[src/rtl/matmul_apb_master.sv]
// Purpose: command-driven APB4 requester that turns single read/write commands into SETUP/ACCESS transfers.
// Latency: command accepted at edge T -> SETUP at T+1, ACCESS at T+2, response valid at T+3 plus one cycle per pready_i-low cycle.
// Backpressure: cmd_ready_o is high only in IDLE; a held response (rsp_ready_i low) stalls acceptance of the next command.
//
// Ports:
//   clk_i, rst_i                         clock, synchronous active-high reset
//   cmd_*                                valid/ready command channel (write, addr, wdata, strb)
//   rsp_*                                valid/ready response channel (rdata, err, timeout)
//   psel_o..pstrb_o, pready_i..prdata_i  APB4 requester port
//   txn_cnt_o                            completed transfers, wrapping
//   err_cnt_o                            errored transfers, saturating
// Optional feature: define MATMUL_APB_TIMEOUT_EN to abort ACCESS after TIMEOUT_CYC
// consecutive pready_i-low cycles; otherwise ACCESS waits indefinitely.
module matmul_apb_master #(
    parameter int ADDR_W      = 16,
    parameter int DATA_W      = 32,
    parameter int STRB_W      = DATA_W / 8,
    parameter int TIMEOUT_CYC = 256
) (
    input  logic              clk_i,
    input  logic              rst_i,
    input  logic              cmd_valid_i,
    output logic              cmd_ready_o,
    input  logic              cmd_write_i,
    input  logic [ADDR_W-1:0] cmd_addr_i,
    input  logic [DATA_W-1:0] cmd_wdata_i,
    input  logic [STRB_W-1:0] cmd_strb_i,
    output logic              rsp_valid_o,
    input  logic              rsp_ready_i,
    output logic [DATA_W-1:0] rsp_rdata_o,
    output logic              rsp_err_o,
    output logic              rsp_timeout_o,
    output logic              psel_o,
    output logic              penable_o,
    output logic              pwrite_o,
    output logic [ADDR_W-1:0] paddr_o,
    output logic [DATA_W-1:0] pwdata_o,
    output logic [STRB_W-1:0] pstrb_o,
    input  logic              pready_i,
    input  logic              pslverr_i,
    input  logic [DATA_W-1:0] prdata_i,
    output logic [15:0]       txn_cnt_o,
    output logic [15:0]       err_cnt_o
);

    typedef enum logic [1:0] {IDLE, SETUP, ACCESS, RESP} state_t;

    state_t            state_q, state_d;
    logic              cmd_ready_q, cmd_ready_d;
    logic              psel_q, psel_d;
    logic              penable_q, penable_d;
    logic              pwrite_q, pwrite_d;
    logic [ADDR_W-1:0] paddr_q, paddr_d;
    logic [DATA_W-1:0] pwdata_q, pwdata_d;
    logic [STRB_W-1:0] pstrb_q, pstrb_d;
    logic              rsp_valid_q, rsp_valid_d;
    logic [DATA_W-1:0] rsp_rdata_q, rsp_rdata_d;
    logic              rsp_err_q, rsp_err_d;
    logic              rsp_timeout_q, rsp_timeout_d;
    logic [15:0]       txn_cnt_q, txn_cnt_d;
    logic [15:0]       err_cnt_q, err_cnt_d;

`ifdef MATMUL_APB_TIMEOUT_EN
    localparam int TMO_W = $clog2(TIMEOUT_CYC) + 1;
    logic [TMO_W-1:0] tmo_cnt_q, tmo_cnt_d;
`else
    logic unused_timeout_cyc;
    assign unused_timeout_cyc = ^TIMEOUT_CYC;
`endif

    always_comb begin
        state_d       = state_q;
        psel_d        = psel_q;
        penable_d     = penable_q;
        pwrite_d      = pwrite_q;
        paddr_d       = paddr_q;
        pwdata_d      = pwdata_q;
        pstrb_d       = pstrb_q;
        rsp_valid_d   = rsp_valid_q;
        rsp_rdata_d   = rsp_rdata_q;
        rsp_err_d     = rsp_err_q;
        rsp_timeout_d = rsp_timeout_q;
        txn_cnt_d     = txn_cnt_q;
        err_cnt_d     = err_cnt_q;
`ifdef MATMUL_APB_TIMEOUT_EN
        tmo_cnt_d     = tmo_cnt_q;
`endif

        case (state_q)
            IDLE: begin
                if (cmd_valid_i && cmd_ready_q) begin
                    state_d  = SETUP;
                    psel_d   = 1'b1;
                    pwrite_d = cmd_write_i;
                    paddr_d  = cmd_addr_i;
                    // Reads never present stale write data or strobes on the bus.
                    pwdata_d = cmd_write_i ? cmd_wdata_i : '0;
                    pstrb_d  = cmd_write_i ? cmd_strb_i  : '0;
                end
            end
            SETUP: begin
                state_d   = ACCESS;
                penable_d = 1'b1;
`ifdef MATMUL_APB_TIMEOUT_EN
                tmo_cnt_d = '0;
`endif
            end
            ACCESS: begin
                // pready_i is checked first so a completion on the terminal cycle wins over the abort.
                if (pready_i) begin
                    state_d       = RESP;
                    psel_d        = 1'b0;
                    penable_d     = 1'b0;
                    rsp_valid_d   = 1'b1;
                    rsp_rdata_d   = pwrite_q ? '0 : prdata_i;
                    rsp_err_d     = pslverr_i;
                    rsp_timeout_d = 1'b0;
                    txn_cnt_d     = txn_cnt_q + 16'd1;
                    if (pslverr_i && (err_cnt_q != 16'hFFFF)) begin
                        err_cnt_d = err_cnt_q + 16'd1;
                    end
                end
`ifdef MATMUL_APB_TIMEOUT_EN
                else if (tmo_cnt_q == TMO_W'(TIMEOUT_CYC - 1)) begin
                    state_d       = RESP;
                    psel_d        = 1'b0;
                    penable_d     = 1'b0;
                    rsp_valid_d   = 1'b1;
                    rsp_rdata_d   = '0;
                    rsp_err_d     = 1'b1;
                    rsp_timeout_d = 1'b1;
                    if (err_cnt_q != 16'hFFFF) begin
                        err_cnt_d = err_cnt_q + 16'd1;
                    end
                end else begin
                    tmo_cnt_d = tmo_cnt_q + TMO_W'(1);
                end
`endif
            end
            RESP: begin
                if (rsp_ready_i) begin
                    state_d     = IDLE;
                    rsp_valid_d = 1'b0;
                end
            end
            default: state_d = IDLE;
        endcase

        // Registered from the next state so ready never looks at cmd_valid_i combinationally.
        cmd_ready_d = (state_d == IDLE);
    end

    always_ff @(posedge clk_i) begin
        if (rst_i) begin
            state_q       <= IDLE;
            cmd_ready_q   <= 1'b0;
            psel_q        <= 1'b0;
            penable_q     <= 1'b0;
            pwrite_q      <= 1'b0;
            paddr_q       <= '0;
            pwdata_q      <= '0;
            pstrb_q       <= '0;
            rsp_valid_q   <= 1'b0;
            rsp_rdata_q   <= '0;
            rsp_err_q     <= 1'b0;
            rsp_timeout_q <= 1'b0;
            txn_cnt_q     <= '0;
            err_cnt_q     <= '0;
`ifdef MATMUL_APB_TIMEOUT_EN
            tmo_cnt_q     <= '0;
`endif
        end else begin
            state_q       <= state_d;
            cmd_ready_q   <= cmd_ready_d;
            psel_q        <= psel_d;
            penable_q     <= penable_d;
            pwrite_q      <= pwrite_d;
            paddr_q       <= paddr_d;
            pwdata_q      <= pwdata_d;
            pstrb_q       <= pstrb_d;
            rsp_valid_q   <= rsp_valid_d;
            rsp_rdata_q   <= rsp_rdata_d;
            rsp_err_q     <= rsp_err_d;
            rsp_timeout_q <= rsp_timeout_d;
            txn_cnt_q     <= txn_cnt_d;
            err_cnt_q     <= err_cnt_d;
`ifdef MATMUL_APB_TIMEOUT_EN
            tmo_cnt_q     <= tmo_cnt_d;
`endif
        end
    end

    assign cmd_ready_o   = cmd_ready_q;
    assign psel_o        = psel_q;
    assign penable_o     = penable_q;
    assign pwrite_o      = pwrite_q;
    assign paddr_o       = paddr_q;
    assign pwdata_o      = pwdata_q;
    assign pstrb_o       = pstrb_q;
    assign rsp_valid_o   = rsp_valid_q;
    assign rsp_rdata_o   = rsp_rdata_q;
    assign rsp_err_o     = rsp_err_q;
    assign rsp_timeout_o = rsp_timeout_q;
    assign txn_cnt_o     = txn_cnt_q;
    assign err_cnt_o     = err_cnt_q;

endmodule

[config.mk]
export PLATFORM = sky130hd
export DESIGN_NAME = matmul_apb_master
export DESIGN_NICKNAME = d
export VERILOG_FILES = /design/src/rtl/matmul_apb_master.sv
export SDC_FILE = /design/constraint.sdc
export NUM_CORES = 1
export LEC_CHECK = 0
export BUFFER_PORTS_ARGS = -buffer_cell sky130_fd_sc_hd__buf_4
export CELL_PAD_IN_SITES_DETAIL_PLACEMENT = 2
export CELL_PAD_IN_SITES_GLOBAL_PLACEMENT = 2
export CORE_MARGIN = 4
export CORE_UTILIZATION = 26
export DETAILED_ROUTE_END_ITERATION = 7
export GPL_ROUTABILITY_DRIVEN = 1
export PLACE_DENSITY_LB_ADDON = 0.1
export SYNTH_ARGS = -nofsm -noshare
export SYNTH_HDL_FRONTEND = slang
export SYNTH_SLANG_ARGS = --single-unit
[constraint.sdc]
create_clock -name clk_i -period 2.4 [get_ports clk_i]
set_input_delay 0.48 -clock clk_i [delete_from_list [all_inputs] [get_ports clk_i]]
set_output_delay 0.48 -clock clk_i [all_outputs]
set_load 0.05 [all_outputs]
; ---- After elaboration in Yosys (flattened, before gate mapping)
; Cells that the tools add are included.
[classes]
add_sub_neg = 2
eq_ne = 7
n_mux = 14
reduce_logical = 13
[op_table]
columns = op, n
row1 = 32-bit two-way mux, 2
row2 = "16-bit by 1-bit adder with 16-bit output, second input constant", 2
row3 = "16-bit inequality test, second input constant", 1
row4 = 3-bit AND reduction, 3
row5 = 2-bit one-hot mux with 4 select lines, 1
row6 = 2-bit two-way mux, 3
row7 = "2-bit inequality test, second input constant", 3
row8 = 1-bit one-hot mux with 2 select lines, 3
row9 = 2-bit AND reduction, 3
row10 = 2-bit nonzero test, 3
row11 = "2-bit == test, second input constant", 2
row12 = 2-bit logical NOT, 2
row13 = 1-bit two-way mux, 4
row14 = 4-bit two-way mux, 1
row15 = "2-bit by 1-bit == test with 1-bit output, second input constant", 1
row16 = 1-bit logical AND, 2
[word_totals]
register_bits = 124
input_bits = 91
output_inout_bits = 123
wordCells = 49

; ---- Longest topological paths before layout
; Gate-level depths: netlist of the first run.
[depth]
ltp_word = 4
depth_mapped = 7
depth_no_buf = 5

; ---- Least setup slack after synthesis of the first run
; Ideal clock, no wire load.
[synth_path]
kind = flip-flop to flip-flop
startpoint = register err_cnt_q[0], in the netlist err_cnt_o[0]
endpoint = register err_cnt_q[5], in the netlist err_cnt_o[5]
setup_time_ns = 0.121
t_arrival_ns = 1.929
t_required_ns = 2.279
path_slack_ns = 0.350
path_stages_with_launch = 7
path_buffers = 1
synth_period_minus_slack_ns = 2.050
cell_sequence = dfxtp_1 > ha_1 > and3_1 > and4bb_4 > buf_6 > nor4_1 > mux2_2
[synth_via]
elab_chain_len = 3
word_cells_on_any_way = 4
cone_classes = 1 x add/sub / 1 x eq/ne / 2 x reduce/logical
[synth_rtl]
columns = item, line
row1 = "start, declared", 61  ; logic [15:0] err_cnt_q, err_cnt_d;
row2 = "start signal, assigned", 186  ; err_cnt_q <= err_cnt_d;
row3 = "parallel branches: the longest is 3 deep, another holds 16-bit by 1-bit adder with 16-bit output", n/a
; Parallel ways; which one is timed is not known.
; A chain may end at the register's enable or synchronous reset.

; ---- Worst setup path after layout of the first run
; Same ends and word-level chain as after synthesis.

==> results of run 1 <==
[power by group through the flow]
stage               logic, µW  registers (µW)  clock network, µW
global placement          701            2210                  0
floorplan                 208            2410                  0
global route              756            2170               3140
CTS                       717            2170               3040
detailed placement        715            2210                  0
finish                    705            2170               2950
[synthesized netlist by cell type (2+ instances only)]
cell type and n:
dfxtp_1 124, nand2_1 118, a21oi_1 112, nand3_1 46, nand3b_1 34, clkbuf_1 30
nor2_1 17, o21ai_0 12, and3_1 10, buf_2 10, nand4_1 10, or3_1 10
o31ai_1 8, or4_1 7, xnor2_1 6, buf_1 5, and4_1 4, nor3_1 4
buf_6 3, inv_1 3, nor2b_1 3, xor2_1 3, and4b_1 2, buf_4 2
ha_1 2, mux2_2 2, nand4b_1 2, nor4_1 2
[stage by stage]
stage	instances	area, µm²	utilization, %	total power [µW]
floorplan	597	4940	-	2620
global placement	1004	6700	35.8	2910
detailed placement	1004	6700	35.8	2930
CTS	1036	7370	39.4	5920
global route	1036	7370	39.4	6070
finish	1036	7370	39.4	5820
[per-layer routing]
layer | up-vias | part of all wire, % | wire length (µm) | GRT usage, %
met1 | 2526 | 38 | 7330 | 18.7
met5 | - | 0 | 0 | 0
li1 | 2453 | - | - | -
met3 | 24 | 8.5 | 1630 | 8.13
met4 | 0 | 2.0 | 390 | 6.22
met2 | 134 | 51 | 9770 | 31.0
[registers in the layout, summed over array words and instances (netlist names)]
signal / flops
pwdata_o: 32
cmd_ready_o: 1
penable_o: 1
psel_o: 1
rsp_rdata_o: 32
pwrite_o: 1
rsp_err_o: 1
txn_cnt_o: 16
paddr_o: 16
pstrb_o: 4
rsp_valid_o: 1
state_q: 2
err_cnt_o: 16
[critical path, cell delays in order, from the launching register on]
cell      delay (ns)
dfxtp_1         0.37
ha_1            0.27
and3_1          0.21
and4bb_4        0.29
nor4_1          0.31
mux2_2          0.37
[cell usage in the layout, fill, tap and decap left out, types with 2 or more instances in the layout]
master	instances
ha_1	2
dfxtp_1	124
nor2_1	17
and3_1	9
nand3_1	45
bufinv_16	5
or3_1	10
xor2_1	3
nor2b_1	3
clkbuf_16	17
o31ai_1	8
inv_1	3
nand4_1	10
mux2_2	2
xnor2_1	6
nor3_1	4
clkbuf_8	5
nand3b_1	34
or4_1	7
buf_4	222
a21oi_1	112
and4_1	4
and4b_1	2
nand4b_1	2
nor4_1	2
nand2_1	118
o21ai_0	12
[final cells by class]
type / instances / area, µm² / area share [%]
multi-input combinational: 420 / 2220 / 30.1
inverter: 3 / 11.3 / 0.153
clock buffer: 23 / 498 / 6.75
tap: 234 / 293 / 3.97
clock inverter: 9 / 180 / 2.44
timing repair buffer: 223 / 1690 / 22.9
sequential: 124 / 2480 / 33.7
[cell families (layout without fill, tap and decap cells)]
kind of cell / count (synthesis) / in the layout / synth area share (%)
other: 1 / 1 / 0.0759
AND/OR/NAND/NOR: 272 / 272 / 28.1
multiplexers: 3 / 3 / 0.659
AO/OA/AOI/OAI: 133 / 133 / 13.9
buffers and inverters: 53 / 258 / 4.89
flip-flops: 124 / 124 / 50.3
adder cells (fa/ha/maj): 2 / 2 / 0.507
XOR/XNOR: 9 / 9 / 1.60
[worst min path at each step]
stage          cells after the start  slack [ns]                   startpoint                          end
6_report                           3        0.31                cmd_addr_i[0]      paddr_o[0]$_SDFFE_PP0P_
5_1_grt                            3        0.31               cmd_addr_i[10]     paddr_o[10]$_SDFFE_PP0P_
4_1_cts                            3        0.28                cmd_addr_i[0]      paddr_o[0]$_SDFFE_PP0P_
3_5_place_dp                       2        0.45  rsp_rdata_o[9]$_SDFFE_PP0P_  rsp_rdata_o[9]$_SDFFE_PP0P_
3_3_place_gp                       2        0.44    pwdata_o[30]$_SDFFE_PP0P_    pwdata_o[30]$_SDFFE_PP0P_
2_1_floorplan                      3        0.60        state_q[1]$_SDFF_PP0_        state_q[0]$_SDFF_PP0_
==> qor.yml, run 1 <==
r2r-end: "err_cnt_o[5]$_SDFFE_PP0P_"
syn_area_um2: 4940
crit-reg2reg-launch: "err_cnt_o[0]$_SDFFE_PP0P_"
final_antenna_net_count: 0
hp-class: "input pin to flop"
synth_warnings: 0
setup_ws_ns: 0.461
status: "finished, final reports clean"
root_buffer: "clkbuf_16"
synth_fp_nets: 690
drtPass1Iterations: 4
vias: 5137
pin_count: 214
clk_latency_ns: 0.42
drt-initial-drc-count: 133
ys.flop_type: "dfxtp_1"
synth.distinct_cells: 34
synthTopCellsByArea: "dfxtp_1 50%, a21oi_1 11%, nand2_1 9.0%, nand3b_1 5.2%, nand3_1 4.7%"
hold_viol_final: 0
timing.reg2reg.setup_slack_ns: 0.46
cts.sinks: 124
max_freq_ghz: 0.516
track_usage_pct: 17.7
hold_ws_ns: 0.311
clock_path_buffers: 2
yosys.area.top_type: "dfxtp_1"
setup_viol: 0
post-cts-setup-buffers: 0
drc: 0
initial_core_util_pct: 26.4
io_buffer_count: 212
fp-row-count: 50
critPathCapture: "err_cnt_o[5]$_SDFFE_PP0P_"
ys_seq_area_share_pct: 50.3
syn_inst: 597
seq_power_share_pct: 37.2
wl_per_cell_um: 18.5
cp_max_fo: 22
grt_overflow_total: 0
die_area_um2: 21300
finalCritPeriodShare_pct: 80.8
combPwrFrac_pct: 12.1
syn_area_per_cell_um2: 8.27
skew_ns: 0.0119
gp_congestion: 0.743
dieWidth_um: 146
die-height_um: 146
yosys.area.top_type_share_pct: 50.3
crit_path_end_kind: "flop"
antenna_found_initial: 0
ir_worst_vdd_mv: 0.500
cts_resized: 0
n_fill_cell: 2101
fin_tns_setup_ns: 0
layout-drive-gt1-share_pct: 32.3
reg2regPathDepth: 5
worstPathArrival_ns: 2.24
hold_buffers: 0
sw_frac_of_total_pct: 25.2
startpoint_type: "flop"
cts_tree: "built"
diodes: 0
timing_worst_setup_path_type: "flop to flop"
grt_pass1_vias: 5671
dpl_worst_slack_ns: 0.438
synth-edff-count: 0
cap_violations: 0
internal_power_uw: 4360
coreArea_um2: 18700
dpl.hpwl_mm: 13.6
min_period_ns: 1.94
worstPathRequired_ns: 2.70
powerDensity_nw_per_um2: 790
grt_max_degree: 57
drt-total-wl_mm: 19.1
area.growth.synth_to_final_pct: 49.3
tritoncts.num_buffers: 17
crit_start: "err_cnt_o[0]$_SDFFE_PP0P_"
power_switching_uw: 1470
h-tree-depth: 4
grt_pass1_wl_mm: 30.3
final_nets: 882
synthArstFlopShare_pct: 0
p_leak_uw: 0.00297
pwr-share-clk_pct: 50.7
yosys_register_bits: 124
clk_pin_slew_ns: 0.06
rsz0062_at_grt: "false"
slew_violations: 0
viasPerCell: 4.96
(Power assumes the default switching activity.)
==> inputs of run 2 (changes only) <==
- clock period: 2.4 -> 1.9 ns (I/O delays scaled with it)
==> qor.yml, run 2 (synthesized netlist as in run 1, its figures left out) <==
crit-reg2reg-launch: "err_cnt_o[0]$_SDFFE_PP0P_"
wl_per_cell_um: 18.8
drc: 0
ir_worst_vdd_mv: 0.572
startpoint_type: "flop"
min_period_ns: 1.82
worstPathArrival_ns: 2.17
grt_overflow_total: 0
drt-total-wl_mm: 19.7
cts_tree: "built"
dieWidth_um: 146
setup_viol: 0
critPathCapture: "err_cnt_o[13]$_SDFFE_PP0P_"
die_area_um2: 21300
io_buffer_count: 212
area.growth.synth_to_final_pct: 51.5
grt_pass1_vias: 5757
root_buffer: "clkbuf_16"
placed_cells: 1013
n_fill_cell: 2106
r2r-end: "err_cnt_o[13]$_SDFFE_PP0P_"
skew_ns: 0.00804
clk_pin_slew_ns: 0.06
antenna_found_initial: 1
instances_no_fill: 1047
timing.reg2reg.setup_slack_ns: 0.08
cp_slowest_cell: "or4_1"
fp-row-count: 50
finalPower_uw: 7250
max_stage_delay_ns: 0.53
gp_congestion: 0.808
wl_met2_mm: 10.2
cts.sinks: 124
hold_viol_final: 0
tritoncts.num_buffers: 17
crit_start: "err_cnt_o[0]$_SDFFE_PP0P_"
track_usage_pct: 18.5
path_delay_family: "simple AND/OR/NAND/NOR gates"
slew_violations: 0
h-tree-depth: 4
worstPathCellList: "ha_1 > and3_1 > and4bb_4 > or4_1 > a21oi_1"
viasPerCell: 4.96
powerDensity_nw_per_um2: 968
finalCritPeriodShare_pct: 95.9
crit_path_end_kind: "flop"
drt-initial-drc-count: 191
initial_core_util_pct: 26.4
cap_violations: 0
clk_latency_ns: 0.42
die-height_um: 146
coreArea_um2: 18700
worstPathRequired_ns: 2.25
hp-class: "input pin to flop"
post-route-util_pct: 40.0
layout-drive-gt1-share_pct: 33.9
top_layer: "met5"
cp.depth: 5
diodes: 0
cp_max_fo: 10
p_leak_uw: 0.00302
final_nets: 893
mostFrequentLayoutCells: "229 x buf_4, 121 x dfxtp_1, 118 x nand2_1"
pin_count: 214
hold_buffers: 0
wl_met3_mm: 1.68
met1Wirelength_mm: 7.57
max_freq_ghz: 0.549
hold_ws_ns: 0.212
dpl.hpwl_mm: 13.6
fin_tns_setup_ns: 0
reg2regPathDepth: 5
final_common_cell: "buf_4"
grt_max_degree: 54
status: "finished, final reports clean"
clock_path_buffers: 2
final_antenna_net_count: 0
critical_path_buf_inv_count: 0
grt_pass1_wl_mm: 31.6
timing_worst_setup_path_type: "flop to flop"
drtPass1Iterations: 4
vias: 5192
==> run 2: changes by cell type in the layout (fill, tap and decap cells not counted), moves of 3 or more <==
cell	change
buf_12	+3
buf_4	+7
clkbuf_8	-5
clkinvlp_4	+3
dfxtp_1	-3
dfxtp_2	+3
==> run 2: where the power goes <==
part	switching, µW	internal (µW)
clock network	1270	2330
registers	52.1	2680
logic	590	326
==> run 2: cell type report <==
cell class,instances,area (µm²),area share [%]
sequential,124,2490,33.2
multi-input combinational,421,2250,30.0
timing repair buffer,233,1800,24.0
clock buffer,17,425,5.68
tap,234,293,3.91
clock inverter,15,221,2.96
inverter,3,11.3,0.150
==> run 2: worst reg2reg max path, delay by kind of cell (launching register included) <==
kind	cells	cell delay [ns]
compound gates	1	0.15
simple gates	3	1.01
fa+ha+maj	1	0.24
flops	1	0.36
==> run 2: how the worst min path moves through the flow <==
stage / start / to / slack (ns) / cells after the start
after detailed placement: rsp_rdata_o[15]$_SDFFE_PP0P_ / rsp_rdata_o[15]$_SDFFE_PP0P_ / 0.45 / 2
final: cmd_addr_i[15] / paddr_o[15]$_SDFFE_PP0P_ / 0.21 / 3
after global routing: cmd_addr_i[6] / paddr_o[6]$_SDFFE_PP0P_ / 0.20 / 3
after CTS: cmd_addr_i[1] / paddr_o[1]$_SDFFE_PP0P_ / 0.19 / 3
after floorplan: cmd_addr_i[0] / paddr_o[0]$_SDFFE_PP0P_ / 0.52 / 2
after global placement: pwdata_o[11]$_SDFFE_PP0P_ / pwdata_o[11]$_SDFFE_PP0P_ / 0.44 / 2
==> run 2: metrics by stage <==
stage / setup slack [ns] / area, µm²
2_1_floorplan: 0.00173 / 4940
3_3_place_gp: 0.109 / 6800
3_5_place_dp: 0.0610 / 6800
4_1_cts: 0.0439 / 7450
5_1_grt: -0.0144 / 7480
6_report: 0.0777 / 7480
==> run 2: routing by layer <==
metal / vias up / track usage (%)
met2: 127 / 32.4
met1: 2562 / 20.0
met3: 20 / 8.81
met5: - / 0
li1: 2481 / -
met4: 2 / 4.75
==> run 2: what timing repair did <==
action / CTS / global route
setup buffers: 0 / 1
gates resized for setup: 0 / 2
setup endpoints to repair: 0 / 5
endpoints found under the hold margin: 0 / 0
